### src/rtl/lock_ctrl.sv
// -----------------------------------------------------------------------------
// lock_ctrl
//   Consumer of the "110" pattern-unlock detector. It counts key bits per
//   attempt, turns the detector's match pulse into a timed door unlock, and
//   after MAX_FAIL consecutive failed attempts ignores input for a fixed
//   lockout time while raising the alarm line.
//
// Optional feature macro: LOCK_DOOR_SENSE_EN
//   Adds the door_closed input and the door_ajar output. While OPEN, the
//   unlock timer only runs with the door closed. Relock and timeout only take
//   effect with the door closed. door_ajar flags a door held open for
//   OPEN_CYCLES cycles.
//
// Ports:
//   clk          in   system clock, rising edge
//   rst          in   asynchronous active-low reset, synchronous release
//   bit_valid    in   one-cycle strobe: a key bit entered the detector
//   match        in   one-cycle detector hit for the "110" pattern
//   relock       in   manual relock request (level)
//   door_closed  in   door position sensor, 1 = closed (macro only)
//   door_ajar    out  door held open too long while OPEN (macro only)
//   unlock       out  door actuator drive, registered
//   alarm        out  high during lockout, registered
//   fail_cnt     out  consecutive failed attempts, saturates at MAX_FAIL
//   state        out  00 LOCKED, 01 OPEN, 10 LOCKOUT
// -----------------------------------------------------------------------------
module lock_ctrl #(
  parameter int FRAME_LEN      = 3,
  parameter int MAX_FAIL       = 3,
  parameter int OPEN_CYCLES    = 16,
  parameter int LOCKOUT_CYCLES = 64
) (
  input  logic                           clk,
  input  logic                           rst,
  input  logic                           bit_valid,
  input  logic                           match,
  input  logic                           relock,
`ifdef LOCK_DOOR_SENSE_EN
  input  logic                           door_closed,
  output logic                           door_ajar,
`endif
  output logic                           unlock,
  output logic                           alarm,
  output logic [$clog2(MAX_FAIL+1)-1:0]  fail_cnt,
  output logic [1:0]                     state
);

  localparam int FAIL_W    = $clog2(MAX_FAIL + 1);
  localparam int BIT_W     = $clog2(FRAME_LEN + 1);
  localparam int TIMER_MAX = (OPEN_CYCLES > LOCKOUT_CYCLES) ? OPEN_CYCLES : LOCKOUT_CYCLES;
  localparam int TIMER_W   = (TIMER_MAX > 1) ? $clog2(TIMER_MAX) : 1;

  typedef enum logic [1:0] {
    ST_LOCKED  = 2'b00,
    ST_OPEN    = 2'b01,
    ST_LOCKOUT = 2'b10,
    ST_ILLEGAL = 2'b11
  } state_e;

  state_e              state_r;
  logic                unlock_r;
  logic                alarm_r;
  logic [FAIL_W-1:0]   fail_cnt_r;
  logic [BIT_W-1:0]    bit_cnt_r;
  logic [TIMER_W-1:0]  timer_r;

  logic                door_closed_s;
  logic                frame_done_s;
  logic [FAIL_W-1:0]   fail_next_s;
  logic                open_tmo_s;
  logic                lockout_tmo_s;
  logic                leave_open_s;

`ifdef LOCK_DOOR_SENSE_EN
  assign door_closed_s = door_closed;
`else
  // Without a door sensor the door is treated as permanently closed.
  assign door_closed_s = 1'b1;
`endif

  // Next-state helpers: frame completion, saturating failure count, timeouts.
  always_comb begin
    frame_done_s  = bit_valid && (bit_cnt_r >= BIT_W'(FRAME_LEN - 1));
    if (fail_cnt_r < FAIL_W'(MAX_FAIL)) begin
      fail_next_s = fail_cnt_r + FAIL_W'(1);
    end else begin
      fail_next_s = fail_cnt_r;
    end
    open_tmo_s    = (timer_r == TIMER_W'(OPEN_CYCLES - 1));
    lockout_tmo_s = (timer_r == TIMER_W'(LOCKOUT_CYCLES - 1));
    leave_open_s  = (state_r == ST_OPEN) && (open_tmo_s || relock) && door_closed_s;
  end

  // Main lock FSM; all outputs are held in flops updated here.
  always_ff @(posedge clk or negedge rst) begin
    if (!rst) begin
      state_r    <= ST_LOCKED;
      unlock_r   <= 1'b0;
      alarm_r    <= 1'b0;
      fail_cnt_r <= '0;
      bit_cnt_r  <= '0;
      timer_r    <= '0;
    end else begin
      case (state_r)
        ST_LOCKED: begin
          // match wins over a frame-completing bit in the same cycle
          if (match) begin
            state_r    <= ST_OPEN;
            unlock_r   <= 1'b1;
            fail_cnt_r <= '0;
            bit_cnt_r  <= '0;
            timer_r    <= '0;
          end else if (frame_done_s) begin
            bit_cnt_r  <= '0;
            fail_cnt_r <= fail_next_s;
            if (fail_next_s == FAIL_W'(MAX_FAIL)) begin
              state_r <= ST_LOCKOUT;
              alarm_r <= 1'b1;
              timer_r <= '0;
            end
          end else if (bit_valid) begin
            bit_cnt_r <= bit_cnt_r + BIT_W'(1);
          end
        end
        ST_OPEN: begin
          // Repeated matches are ignored so they cannot extend the open time.
          if (leave_open_s) begin
            state_r   <= ST_LOCKED;
            unlock_r  <= 1'b0;
            bit_cnt_r <= '0;
            timer_r   <= '0;
          end else if (door_closed_s && !open_tmo_s) begin
            timer_r <= timer_r + TIMER_W'(1);
          end
        end
        ST_LOCKOUT: begin
          if (lockout_tmo_s) begin
            state_r    <= ST_LOCKED;
            alarm_r    <= 1'b0;
            fail_cnt_r <= '0;
            bit_cnt_r  <= '0;
            timer_r    <= '0;
          end else begin
            timer_r <= timer_r + TIMER_W'(1);
          end
        end
        default: begin
          // Unused encoding: fall back to the reset picture.
          state_r    <= ST_LOCKED;
          unlock_r   <= 1'b0;
          alarm_r    <= 1'b0;
          fail_cnt_r <= '0;
          bit_cnt_r  <= '0;
          timer_r    <= '0;
        end
      endcase
    end
  end

`ifdef LOCK_DOOR_SENSE_EN
  localparam int AJAR_W = $clog2(OPEN_CYCLES + 1);

  logic [AJAR_W-1:0] ajar_cnt_r;
  logic              door_ajar_r;

  // Counts consecutive open-door cycles while OPEN; the flag sticks until OPEN is left.
  always_ff @(posedge clk or negedge rst) begin
    if (!rst) begin
      ajar_cnt_r  <= '0;
      door_ajar_r <= 1'b0;
    end else if ((state_r != ST_OPEN) || leave_open_s) begin
      ajar_cnt_r  <= '0;
      door_ajar_r <= 1'b0;
    end else if (!door_closed) begin
      if (ajar_cnt_r < AJAR_W'(OPEN_CYCLES)) begin
        ajar_cnt_r <= ajar_cnt_r + AJAR_W'(1);
      end
      if (ajar_cnt_r >= AJAR_W'(OPEN_CYCLES - 1)) begin
        door_ajar_r <= 1'b1;
      end
    end else begin
      ajar_cnt_r <= '0;
    end
  end

  assign door_ajar = door_ajar_r;
`endif

  assign unlock   = unlock_r;
  assign alarm    = alarm_r;
  assign fail_cnt = fail_cnt_r;
  assign state    = state_r;

endmodule

### config.mk
export PLATFORM = sky130hd
export DESIGN_NAME = lock_ctrl
export DESIGN_NICKNAME = d
export VERILOG_FILES = /design/src/rtl/lock_ctrl.sv
export SDC_FILE = /design/constraint.sdc
export NUM_CORES = 1
export LEC_CHECK = 0
export ABC_AREA = 0
export BUFFER_PORTS_ARGS = -buffer_cell sky130_fd_sc_hd__buf_4
export CORE_MARGIN = 2
export CORE_UTILIZATION = 55
export DETAILED_ROUTE_END_ITERATION = 10
export PLACE_DENSITY = 0.73
export SYNTH_ARGS = -nofsm -noshare
export SYNTH_HDL_FRONTEND = slang
export SYNTH_SLANG_ARGS = --single-unit
### constraint.sdc
create_clock -name clk -period 4.1 [get_ports clk]
set_input_delay 0.205 -clock clk [delete_from_list [all_inputs] [get_ports clk]]
set_output_delay 0.205 -clock clk [all_outputs]
set_load 0.01 [all_outputs]
* Word level (Yosys, flattened, before mapping)
Index checks and enable logic that the tools add are counted.
Widths: inputs -> output; s select.
** Word-level totals
- Bits in registers :: 14
- Bits in latches :: 0
- RAM bits :: 0
- ROM bits :: 0
- Bits of input ports :: 5
- Output and inout bits :: 6
- Word-level logic and storage cells :: 67
- Memories kept :: 0
** Cells by class
- Add/subtract/negate cells :: 3
- Multiply operators :: 0
- Divide/modulo/power cells :: 0
- Order comparisons :: 2
- Equal/unequal tests :: 15
- Shift-type cells :: 0
- Muxes and demuxes :: 29
- Bitwise gates (word level) :: 2
- Reductions and logical operators :: 10
** Operator list (count)
- $mux 6 :: 6
- $mux 2 :: 11
- $pmux 2 s3 :: 3
- $pmux 6 s3 :: 1
- $ne 2x2->1 const B :: 6
- $reduce_and 3->1 :: 4
- $ne 3x3->1 const B :: 3
- $add 6x1->6 const B :: 1
- $eq 6x4->1 const B :: 1
- $eq 6x6->1 const B :: 1
- $mux 1 :: 6
- $pmux 1 s3 :: 2
- $reduce_and 5->1 :: 1
- $add 2x1->2 const B :: 2
- $eq 2x2->1 const B :: 2
- $ne 4x4->1 const B :: 1
- $reduce_and 4->1 :: 1
- $eq 2x1->1 const B :: 1
- $ge 2x2->1 const B :: 1
- $logic_and 1x1->1 :: 2
- $logic_not 2->1 :: 1
- $lt 2x2->1 const B :: 1
- $not 1->1 :: 2
- $logic_or 1x1->1 :: 1

* Longest topological paths before layout
Gate-level depths: netlist (run 1).
- Depth in word-level cells :: 7
- Gate-level depth with buffers :: 7
- Depth with buffers taken out :: 6

* Worst setup path after synthesis (run 1)
No wires, ideal clock.
- Path type :: register to register
- From :: reg state_r[1] (netlist: state[1])
- To :: reg state_r[0] (netlist: state[0])
- Library setup time :: 0.122 ns
- Arrival :: 1.734 ns
- Data required time :: 3.978 ns
- Slack :: 2.244 ns
- Stages on the path, launching flop included :: 8
- Path buffers :: 1
- Clock period less this slack :: 1.856 ns
- Cell sequence :: dfrtp_1 > inv_1 > ha_1 > and2b_2 > or3_1 > buf_6 > a22o_1 > a32o_1
** On the way
- Longest elaborated chain between the ends :: 4
- Elaborated cells on any way between the ends :: 10
- Those cells by class :: eq/ne (6); mux (1); reduce/logical (3)
** RTL lines
- from (decl) :: RTL line 60 : state_e state_r;
- from (signal assigned) :: RTL line 97 : state_r <= ST_LOCKED;
- from (signal assigned) :: RTL line 108 : state_r <= ST_OPEN;
- from (signal assigned) :: RTL line 117 : state_r <= ST_LOCKOUT;
- $eq 2x1->1 :: RTL line 91, 104
- $logic_and 1x1->1 :: RTL line 91 : leave_open_s = (state_r == ST_OPEN) && (open_tmo_s || relock) && door_closed_s;
- $ne 2x2->1 (no source line)
- $reduce_and 4->1 (no source line)
Several ways; a longest one is shown, not always the timed one.
A chain may end at the register's enable or synchronous reset.

* Final worst setup path (run 1)
- From :: reg state_r[1] (netlist: state[1])
- To :: reg bit_cnt_r[0]
** On the way
- Longest elaborated chain between the ends :: 4
- Elaborated cells on any way between the ends :: 9
- Those cells by class :: eq/ne (5); mux (1); reduce/logical (3)
** RTL lines
- $eq 2x1->1 :: RTL line 91, 104
- $logic_and 1x1->1 :: RTL line 91
- $ne 2x2->1 (no source line)
- $reduce_and 3->1 (no source line)
- to (signal assigned) :: RTL line 122 : bit_cnt_r <= bit_cnt_r + BIT_W'(1);
- to (decl) :: RTL line 64 : logic [BIT_W-1:0] bit_cnt_r;
Several ways; a longest one is shown, not always the timed one.

==> metrics.txt, run 1 <==
# TYPE chip_impl_metric gauge
chip_impl_info{name="status",value="completed"} 1
chip_impl_metric{name="pint",unit="mW"} 0.315
chip_impl_metric{name="area_growth_syn_to_layout",unit="%"} 13.4
chip_impl_metric{name="layout_skew",unit="ps"} 0.792
chip_impl_metric{name="timing.critical_path.required",unit="ps"} 4280
chip_impl_metric{name="synth-async-reset-ratio",unit=""} 1.00
chip_impl_metric{name="grt_start_max_net_pins",unit=""} 15
chip_impl_metric{name="power.share.sequential",unit=""} 0.349
chip_impl_metric{name="yosysTopAreaCellShare",unit=""} 0.420
chip_impl_metric{name="post_cts_hold_fix_bufs",unit=""} 1
chip_impl_metric{name="number_of_remaining_drc_errors",unit=""} 0
chip_impl_info{name="hp-start",value="match"} 1
chip_impl_metric{name="postSynthRegisterBits",unit=""} 14
chip_impl_info{name="critical_path.reg2reg.startpoint",value="state[1]$_DFFE_PN0P_"} 1
chip_impl_metric{name="grt_first_pass_wirelength",unit="mm"} 3.03
chip_impl_info{name="rsz0062_at_grt",value="false"} 1
chip_impl_info{name="worst_path_dominant_cell_family",value="compound AO/OA/AOI/OAI gates"} 1
chip_impl_info{name="yosysMostFrequentCell",value="sky130_fd_sc_hd__dfrtp_1"} 1
chip_impl_metric{name="final-setup-viol-count",unit=""} 0
chip_impl_metric{name="die_area",unit="mm2"} 0.00184
chip_impl_metric{name="postCtsResizedCells",unit=""} 0
chip_impl_metric{name="remaining_overflow_grt",unit=""} 0
chip_impl_metric{name="max_freq",unit="GHz"} 0.495
chip_impl_metric{name="setup-tns-final",unit="ps"} 0
chip_impl_metric{name="antenna_diode_count",unit=""} 0
chip_impl_metric{name="dp.cells",unit=""} 108
chip_impl_metric{name="synth_area",unit="um2"} 833
chip_impl_metric{name="pin_count",unit=""} 11
chip_impl_metric{name="grt_use_total",unit=""} 0.225
chip_impl_metric{name="filler_cell_count",unit=""} 117
chip_impl_metric{name="wirelength_per_cell",unit="um"} 16.5
chip_impl_metric{name="average_footprint_of_a_synthesized_cell",unit="um2"} 9.92
chip_impl_metric{name="timing.critical_path.fanout_max",unit=""} 7
chip_impl_metric{name="clock_tree.buffer_depth",unit=""} 2
chip_impl_metric{name="worst-path-buf-inv",unit=""} 1
chip_impl_metric{name="max-vdd-ir-drop",unit="mV"} 0.348
chip_impl_metric{name="crit_path_max_incr_delay",unit="ps"} 470
chip_impl_info{name="yosys.area.top_type",value="sky130_fd_sc_hd__dfrtp_1"} 1
chip_impl_metric{name="worst_r2r_path_depth",unit=""} 6
chip_impl_metric{name="power.switching",unit="mW"} 0.222
chip_impl_info{name="synth_top_cells_by_area",value="sky130_fd_sc_hd__dfrtp_1, sky130_fd_sc_hd__ha_1, sky130_fd_sc_hd__a22o_1"} 1
chip_impl_metric{name="p_clk_frac",unit=""} 0.148
chip_impl_info{name="timing.hold.worst_endpoint",value="state[0]$_DFFE_PN0P_"} 1
chip_impl_info{name="rr_endpoint",value="bit_cnt_r[0]$_DFFE_PN0P_"} 1
chip_impl_metric{name="cts_post_setup_buffers_inserted",unit=""} 0
chip_impl_metric{name="slack_of_the_worst_reg_to_reg_path",unit="ps"} 2080
chip_impl_metric{name="post-dp-hpwl",unit="mm"} 1.35
chip_impl_info{name="cp-start-kind",value="flop"} 1
chip_impl_metric{name="worst_slew_pin_slew",unit="ps"} 536
chip_impl_metric{name="power_frac_comb",unit=""} 0.503
chip_impl_metric{name="die_y",unit="um"} 42.9
chip_impl_metric{name="die_width",unit="um"} 42.9
chip_impl_metric{name="fin_crit_sh",unit=""} 0.493
chip_impl_metric{name="hold_path_depth",unit=""} 2
chip_impl_metric{name="drt-total-wl",unit="mm"} 1.84
chip_impl_metric{name="fin_cells",unit=""} 112
chip_impl_metric{name="via_count",unit=""} 725
chip_impl_metric{name="p_sw_frac",unit=""} 0.414
chip_impl_metric{name="h-tree-depth",unit=""} 1
chip_impl_metric{name="synth_edf_count",unit=""} 0
chip_impl_info{name="synth_top_flop_cell",value="sky130_fd_sc_hd__dfrtp_1"} 1
chip_impl_metric{name="syn-num-nets",unit=""} 93
chip_impl_metric{name="portBuffers",unit=""} 10
chip_impl_metric{name="synthDistinctLibCells",unit=""} 31
chip_impl_metric{name="cellLeakagePower",unit="nW"} 0.423
chip_impl_info{name="worst_hold_path_type",value="input pin to flop"} 1
chip_impl_metric{name="clk_transition_reported_paths",unit="ps"} 80
chip_impl_info{name="synth_common_cells",value="sky130_fd_sc_hd__dfrtp_1, sky130_fd_sc_hd__nand2_1, sky130_fd_sc_hd__a21oi_1, sky130_fd_sc_hd__nand3_1, sky130_fd_sc_hd__o21ai_0"} 1
chip_impl_metric{name="critical_path_arrival",unit="ps"} 2200
chip_impl_metric{name="drtAntennaViolNets",unit=""} 0
chip_impl_metric{name="final-max-slew-violation-count",unit=""} 0
chip_impl_metric{name="synthCells",unit=""} 84
chip_impl_metric{name="synth_seq_area_share",unit=""} 0.420
chip_impl_metric{name="gp_routability_congestion",unit=""} 0.845
chip_impl_metric{name="cts.sink_count",unit=""} 14
chip_impl_info{name="crit_path_end_kind",value="flop"} 1
chip_impl_metric{name="timing_hold_violations_final",unit=""} 0
chip_impl_metric{name="yosysWarnings",unit=""} 0
chip_impl_info{name="tritoncts",value="yes"} 1
chip_impl_metric{name="core_area",unit="mm2"} 0.00145
chip_impl_metric{name="max_cap_viol_count",unit=""} 0
chip_impl_metric{name="slew-limit-headroom",unit=""} 0.641
chip_impl_info{name="cts.root.buffer_cell",value="sky130_fd_sc_hd__clkbuf_4"} 1
chip_impl_metric{name="average_vias_per_placed_instance",unit=""} 6.47
chip_impl_metric{name="cts_inserted_buffers",unit=""} 3
chip_impl_metric{name="initial_core_util",unit=""} 0.573
chip_impl_metric{name="grt_pass1_vias",unit=""} 694
chip_impl_info{name="crit_path_top_delay_cell",value="sky130_fd_sc_hd__a2bb2oi_1"} 1
chip_impl_metric{name="layout.area.seq",unit="um2"} 350
chip_impl_metric{name="multi_input_comb_area",unit="um2"} 455
chip_impl_metric{name="final_nets",unit=""} 107
chip_impl_info{name="crit_chain",value="inv_1 > ha_1 > and2b_2 > a2bb2oi_1 > a21oi_1 > mux2_4"} 1
chip_impl_info{name="worstSetupPathType",value="flop to flop"} 1
chip_impl_metric{name="drive_above_1_share",unit=""} 0.198
chip_impl_metric{name="pwr_density_cell",unit="mW/mm2"} 568
chip_impl_metric{name="core.rowCount",unit=""} 14
chip_impl_metric{name="insertion_delay",unit="ps"} 280
chip_impl_metric{name="fin_crit",unit="ps"} 2020
chip_impl_metric{name="antenna_found_initial",unit=""} 0
chip_impl_metric{name="drt_first_pass_iters",unit=""} 4
chip_impl_metric{name="drt-initial-drc-count",unit=""} 14
[kinds of logic after synthesis]
| kind of cell | Yosys count | share of synthesized area |
|---|---|---|
| multiplexers | 3 | 0.0435 |
| adder cells (fa/ha/maj) | 4 | 0.0601 |
| flip-flops | 14 | 0.420 |
| AO/OA/AOI/OAI | 30 | 0.264 |
| buffers and inverters | 5 | 0.0330 |
| AND/OR/NAND/NOR | 28 | 0.179 |
[worst max-delay path by stage]
stage	from	endpoint	slack, ps	cells after the start
after floorplan	state[1]$_DFFE_PN0P_	state[0]$_DFFE_PN0P_	2240	7
after global placement	state[1]$_DFFE_PN0P_	bit_cnt_r[0]$_DFFE_PN0P_	2160	6
after detailed placement	state[1]$_DFFE_PN0P_	bit_cnt_r[0]$_DFFE_PN0P_	2120	6
after CTS	state[1]$_DFFE_PN0P_	bit_cnt_r[0]$_DFFE_PN0P_	2120	6
after global routing	state[1]$_DFFE_PN0P_	bit_cnt_r[0]$_DFFE_PN0P_	1950	6
final	state[1]$_DFFE_PN0P_	bit_cnt_r[0]$_DFFE_PN0P_	2080	6
[metal layers]
| metal | wire [um] | GRT usage | up-vias |
|---|---|---|---|
| li1 | - | - | 346 |
| met1 | 866 | 0.315 | 352 |
| met2 | 836 | 0.309 | 21 |
| met3 | 103 | 0.0681 | 6 |
| met4 | 36 | 0.119 | 0 |
| met5 | 0 | 0 | - |
[power by group through the flow]
stage	Sequential, mW	Combinational, mW	Clock [mW]
detailed placement	0.191	0.263	0
CTS	0.187	0.267	0.0797
finish	0.187	0.270	0.0792
global route	0.190	0.297	0.0871
floorplan	0.192	0.186	0
global placement	0.188	0.260	0
[layout by cell type (no fill, tap or decap), types with 2 or more instances in the layout]
master	n
sky130_fd_sc_hd__a2bb2oi_1	4
sky130_fd_sc_hd__a21oi_1	6
sky130_fd_sc_hd__ha_1	4
sky130_fd_sc_hd__a22o_1	4
sky130_fd_sc_hd__nand3_1	6
sky130_fd_sc_hd__o31ai_1	2
sky130_fd_sc_hd__nor2_1	3
sky130_fd_sc_hd__o2bb2ai_1	3
sky130_fd_sc_hd__buf_4	10
sky130_fd_sc_hd__nor3_1	2
sky130_fd_sc_hd__a211oi_1	2
sky130_fd_sc_hd__nand2_1	8
sky130_fd_sc_hd__and2b_2	2
sky130_fd_sc_hd__dfrtp_1	14
sky130_fd_sc_hd__inv_1	3
sky130_fd_sc_hd__o21ai_0	5
sky130_fd_sc_hd__clkbuf_4	3
[through the flow]
stage	hold slack, ps	util	area (um2)	setup slack (ps)	power [mW]
after CTS	213	0.650	945	2120	0.534
after global placement	59.4	0.627	912	2160	0.448
after floorplan	-90.6	-	833	2240	0.378
after detailed placement	64.6	0.627	912	2120	0.454
final	210	0.650	945	2080	0.537
after global routing	216	0.650	945	1950	0.574
[registers in the layout, indices dropped and copies added (netlist names)]
register   flops
timer_r        6
fail_cnt       2
unlock         1
state          2
bit_cnt_r      2
alarm          1
[cell type report]
cell class,instances,share of cell area
multi-input combinational,65,0.482
sequential,14,0.371
timing repair buffer,11,0.0901
clock buffer,3,0.0238
tap,16,0.0212
inverter,3,0.0119
No activity file was read; power rests on OpenSTA's default activity.
==> run 2, diff against run 1 <==
ABC_AREA = 1   (was 0)
CORE_UTILIZATION = 50   (was 55)
PLACE_DENSITY = 0.69   (was 0.73)
clock period = 1.7 ns   (was 4.1 ns; I/O delays follow)
==> run 2 against run 1 <==
  * Hold slack worse by 97 ps
  * Non-clock buffer count unchanged
  * Sequential share of layout area fell by 2.7 points
  * Clock-buffer cell count is the same
  * Register-to-register slack lost 2000 ps
  * Final cell count grew 29%
  * Critical path depth rose by 2
  * First-iteration DRC count shrank 36%
  * Clock skew is 2.2 ps higher
  * Via count shrank 2.3%
  * Largest cell class unchanged
  * Largest power group unchanged
==> metrics.txt, run 2 <==
# TYPE chip_impl_metric gauge
chip_impl_metric{name="layout.area.seq",unit="um2"} 350
chip_impl_metric{name="design_power_total",unit="mW"} 1.46
chip_impl_metric{name="remaining_overflow_grt",unit=""} 0
chip_impl_metric{name="h-tree-depth",unit=""} 1
chip_impl_metric{name="antenna_found_initial",unit=""} 0
chip_impl_info{name="yosys.area.top_type",value="sky130_fd_sc_hd__dfrtp_1"} 1
chip_impl_info{name="tritoncts",value="yes"} 1
chip_impl_metric{name="cts.sink_count",unit=""} 14
chip_impl_metric{name="dp_worst_slack",unit="ps"} 144
chip_impl_metric{name="pin_count",unit=""} 11
chip_impl_metric{name="synthCells",unit=""} 107
chip_impl_info{name="worst_hold_path_type",value="input pin to flop"} 1
chip_impl_metric{name="layout_skew",unit="ps"} 3.00
chip_impl_metric{name="drtAntennaViolNets",unit=""} 0
chip_impl_metric{name="timing_hold_violations_final",unit=""} 0
chip_impl_metric{name="multi_input_comb_area",unit="um2"} 482
chip_impl_metric{name="grt_pass1_vias",unit=""} 646
chip_impl_metric{name="critical_path_arrival",unit="ps"} 1810
chip_impl_metric{name="power.share.sequential",unit=""} 0.343
chip_impl_metric{name="clk_transition_reported_paths",unit="ps"} 80
chip_impl_info{name="synth_common_cells",value="sky130_fd_sc_hd__nand2_1, sky130_fd_sc_hd__dfrtp_1, sky130_fd_sc_hd__inv_1"} 1
chip_impl_metric{name="area_growth_syn_to_layout",unit="%"} 14.3
chip_impl_metric{name="average_vias_per_placed_instance",unit=""} 4.88
chip_impl_info{name="startpoint",value="state[0]$_DFFE_PN0P_"} 1
chip_impl_metric{name="largest_reg_flops",unit=""} 6
chip_impl_metric{name="clock_tree.buffer_depth",unit=""} 2
chip_impl_info{name="worstSetupPathType",value="flop to flop"} 1
chip_impl_metric{name="synth_seq_area_share",unit=""} 0.393
chip_impl_info{name="critical_path.reg2reg.startpoint",value="state[0]$_DFFE_PN0P_"} 1
chip_impl_info{name="cp-start-kind",value="flop"} 1
chip_impl_metric{name="p_clk_frac",unit=""} 0.123
chip_impl_metric{name="max-vdd-ir-drop",unit="mV"} 0.977
chip_impl_metric{name="synthDistinctLibCells",unit=""} 25
chip_impl_metric{name="average_footprint_of_a_synthesized_cell",unit="um2"} 8.34
chip_impl_metric{name="drive_above_1_share",unit=""} 0.233
chip_impl_metric{name="portBuffers",unit=""} 10
chip_impl_metric{name="number_of_remaining_drc_errors",unit=""} 0
chip_impl_metric{name="p_sw_frac",unit=""} 0.442
chip_impl_info{name="regMostFlops",value="timer_r"} 1
chip_impl_metric{name="max_freq",unit="GHz"} 0.625
chip_impl_metric{name="grt_first_pass_wirelength",unit="mm"} 2.82
chip_impl_metric{name="die_width",unit="um"} 46.2
chip_impl_metric{name="post-dp-hpwl",unit="mm"} 1.25
chip_impl_metric{name="cellLeakagePower",unit="nW"} 0.510
chip_impl_metric{name="fin_crit",unit="ps"} 1600
chip_impl_info{name="synth_top_cells_by_area",value="sky130_fd_sc_hd__dfrtp_1, sky130_fd_sc_hd__nand2_1, sky130_fd_sc_hd__ha_1"} 1
chip_impl_metric{name="die_y",unit="um"} 46.2
chip_impl_metric{name="synth_area",unit="um2"} 892
chip_impl_metric{name="drt_first_pass_iters",unit=""} 4
chip_impl_metric{name="drt-initial-drc-count",unit=""} 9
chip_impl_info{name="most-common-layout-cells",value="sky130_fd_sc_hd__nand2_1, sky130_fd_sc_hd__dfrtp_1, sky130_fd_sc_hd__inv_1"} 1
chip_impl_info{name="rsz0062_at_grt",value="false"} 1
chip_impl_info{name="status",value="completed"} 1
chip_impl_metric{name="core.rowCount",unit=""} 15
chip_impl_metric{name="setup-tns-final",unit="ps"} 0
chip_impl_metric{name="filler_cell_count",unit=""} 157
chip_impl_metric{name="insertion_delay",unit="ps"} 270
chip_impl_metric{name="initial_core_util",unit=""} 0.522
chip_impl_metric{name="power_frac_comb",unit=""} 0.535
chip_impl_info{name="layout_commonest_cell",value="sky130_fd_sc_hd__nand2_1"} 1
chip_impl_info{name="synth_top_flop_cell",value="sky130_fd_sc_hd__dfrtp_1"} 1
chip_impl_metric{name="antenna_diode_count",unit=""} 0
chip_impl_metric{name="worst_slew_pin_slew",unit="ps"} 224
chip_impl_metric{name="fin_crit_sh",unit=""} 0.942
chip_impl_metric{name="synth_edf_count",unit=""} 0
chip_impl_metric{name="grt_start_max_net_pins",unit=""} 15
chip_impl_metric{name="slack_of_the_worst_reg_to_reg_path",unit="ps"} 100
chip_impl_metric{name="via_count",unit=""} 708
chip_impl_metric{name="pint",unit="mW"} 0.817
chip_impl_info{name="hp-start",value="match"} 1
chip_impl_metric{name="yosysTopAreaCellShare",unit=""} 0.393
chip_impl_metric{name="cts_post_setup_buffers_inserted",unit=""} 0
chip_impl_metric{name="drt-total-wl",unit="mm"} 1.68
chip_impl_metric{name="grt_use_total",unit=""} 0.188
chip_impl_metric{name="final-setup-viol-count",unit=""} 0
chip_impl_metric{name="die_area",unit="mm2"} 0.00214
chip_impl_metric{name="slew-limit-headroom",unit=""} 0.851
chip_impl_metric{name="yosysWarnings",unit=""} 0
chip_impl_info{name="cts.root.buffer_cell",value="sky130_fd_sc_hd__clkbuf_4"} 1
chip_impl_metric{name="max_cap_viol_count",unit=""} 0
chip_impl_metric{name="gp_routability_congestion",unit=""} 0.834
chip_impl_metric{name="synth-async-reset-ratio",unit=""} 1.00
chip_impl_info{name="crit_path_end_kind",value="flop"} 1
chip_impl_metric{name="timing.critical_path.required",unit="ps"} 1910
chip_impl_metric{name="final_nets",unit=""} 131
chip_impl_metric{name="worst_slack_setup_final",unit="ps"} 99.1
chip_impl_metric{name="power.switching",unit="mW"} 0.647
chip_impl_info{name="yosysMostFrequentCell",value="sky130_fd_sc_hd__nand2_1"} 1
chip_impl_metric{name="timing.critical_path.fanout_max",unit=""} 14
chip_impl_metric{name="core_area",unit="mm2"} 0.00171
chip_impl_metric{name="wirelength_per_cell",unit="um"} 11.6
chip_impl_metric{name="pwr_density_cell",unit="mW/mm2"} 1440
chip_impl_metric{name="cts_inserted_buffers",unit=""} 3
chip_impl_metric{name="postSynthRegisterBits",unit=""} 14
chip_impl_metric{name="syn-num-nets",unit=""} 116
chip_impl_metric{name="final-max-slew-violation-count",unit=""} 0
==> run 2: metrics by stage <==
stage,instances,util,hold WS (ps),area [um2]
2_1_floorplan,107,-,-211,892
3_3_place_gp,141,0.578,-55.8,987
3_5_place_dp,141,0.578,-52.6,987
4_1_cts,145,0.597,100,1020
5_1_grt,145,0.597,114,1020
6_report,145,0.597,113,1020
==> run 2: final cells by class <==
| class | instances | area share |
|---|---|---|
| clock buffer | 3 | 0.0221 |
| inverter | 13 | 0.0479 |
| multi-input combinational | 79 | 0.472 |
| sequential | 14 | 0.344 |
| tap | 25 | 0.0307 |
| timing repair buffer | 11 | 0.0834 |
==> run 2: worst paths after layout <==
| check | end | cells past startpoint |
|---|---|---|
| worst max register to register | timer_r[0]$_DFFE_PN0P_ | 8 |
| worst min-delay path | state[0]$_DFFE_PN0P_ | 3 |
| max in group asynchronous | timer_r[3]$_DFFE_PN0P_ | 2 |
| min in group asynchronous | fail_cnt[0]$_DFFE_PN0P_ | 2 |
| worst max-delay path | timer_r[0]$_DFFE_PN0P_ | 8 |
| worst min register to register | unlock$_DFFE_PN0P_ | 2 |
==> run 2: routing by layer <==
metal,vias up,routed length (um),global-route usage,share of wire
met4,0,13,0.0514,0.0077
met3,2,67,0.0706,0.040
met5,-,0,0,0
li1,380,-,-,-
met2,14,726,0.272,0.43
met1,312,874,0.262,0.52
==> run 2: critical path, stage by stage, from the launching register on <==
cell and delay (ps):
sky130_fd_sc_hd__dfrtp_1 410, sky130_fd_sc_hd__inv_1 80, sky130_fd_sc_hd__ha_1 270, sky130_fd_sc_hd__inv_2 140, sky130_fd_sc_hd__nor2_8 50, sky130_fd_sc_hd__nand2_4 160
sky130_fd_sc_hd__inv_1 90, sky130_fd_sc_hd__or2_0 200, sky130_fd_sc_hd__o21ai_1 130
==> run 2: what timing repair did <==
item	4_1_cts	5_1_grt
endpoints found under the setup margin	0	0
hold endpoints to repair	14	0
hold buffers	1	0
resized for setup	0	0
==> run 2: power groups by stage <==
stage | sequential, mW | combinational, mW | clock, mW
2_1_floorplan | 0.521 | 0.557 | 0
3_3_place_gp | 0.504 | 0.768 | 0
3_5_place_dp | 0.505 | 0.781 | 0
4_1_cts | 0.500 | 0.788 | 0.189
5_1_grt | 0.515 | 0.885 | 0.203
6_report | 0.502 | 0.783 | 0.180
==> run 2: kinds of logic after synthesis <==
kind of cell    count (synthesis)  synth area share
flops                          14             0.393
simple gates                   54             0.325
fa+ha+maj                       4            0.0561
compound gates                 20             0.149
buf+inv                        14            0.0673
xor+xnor                        1           0.00982
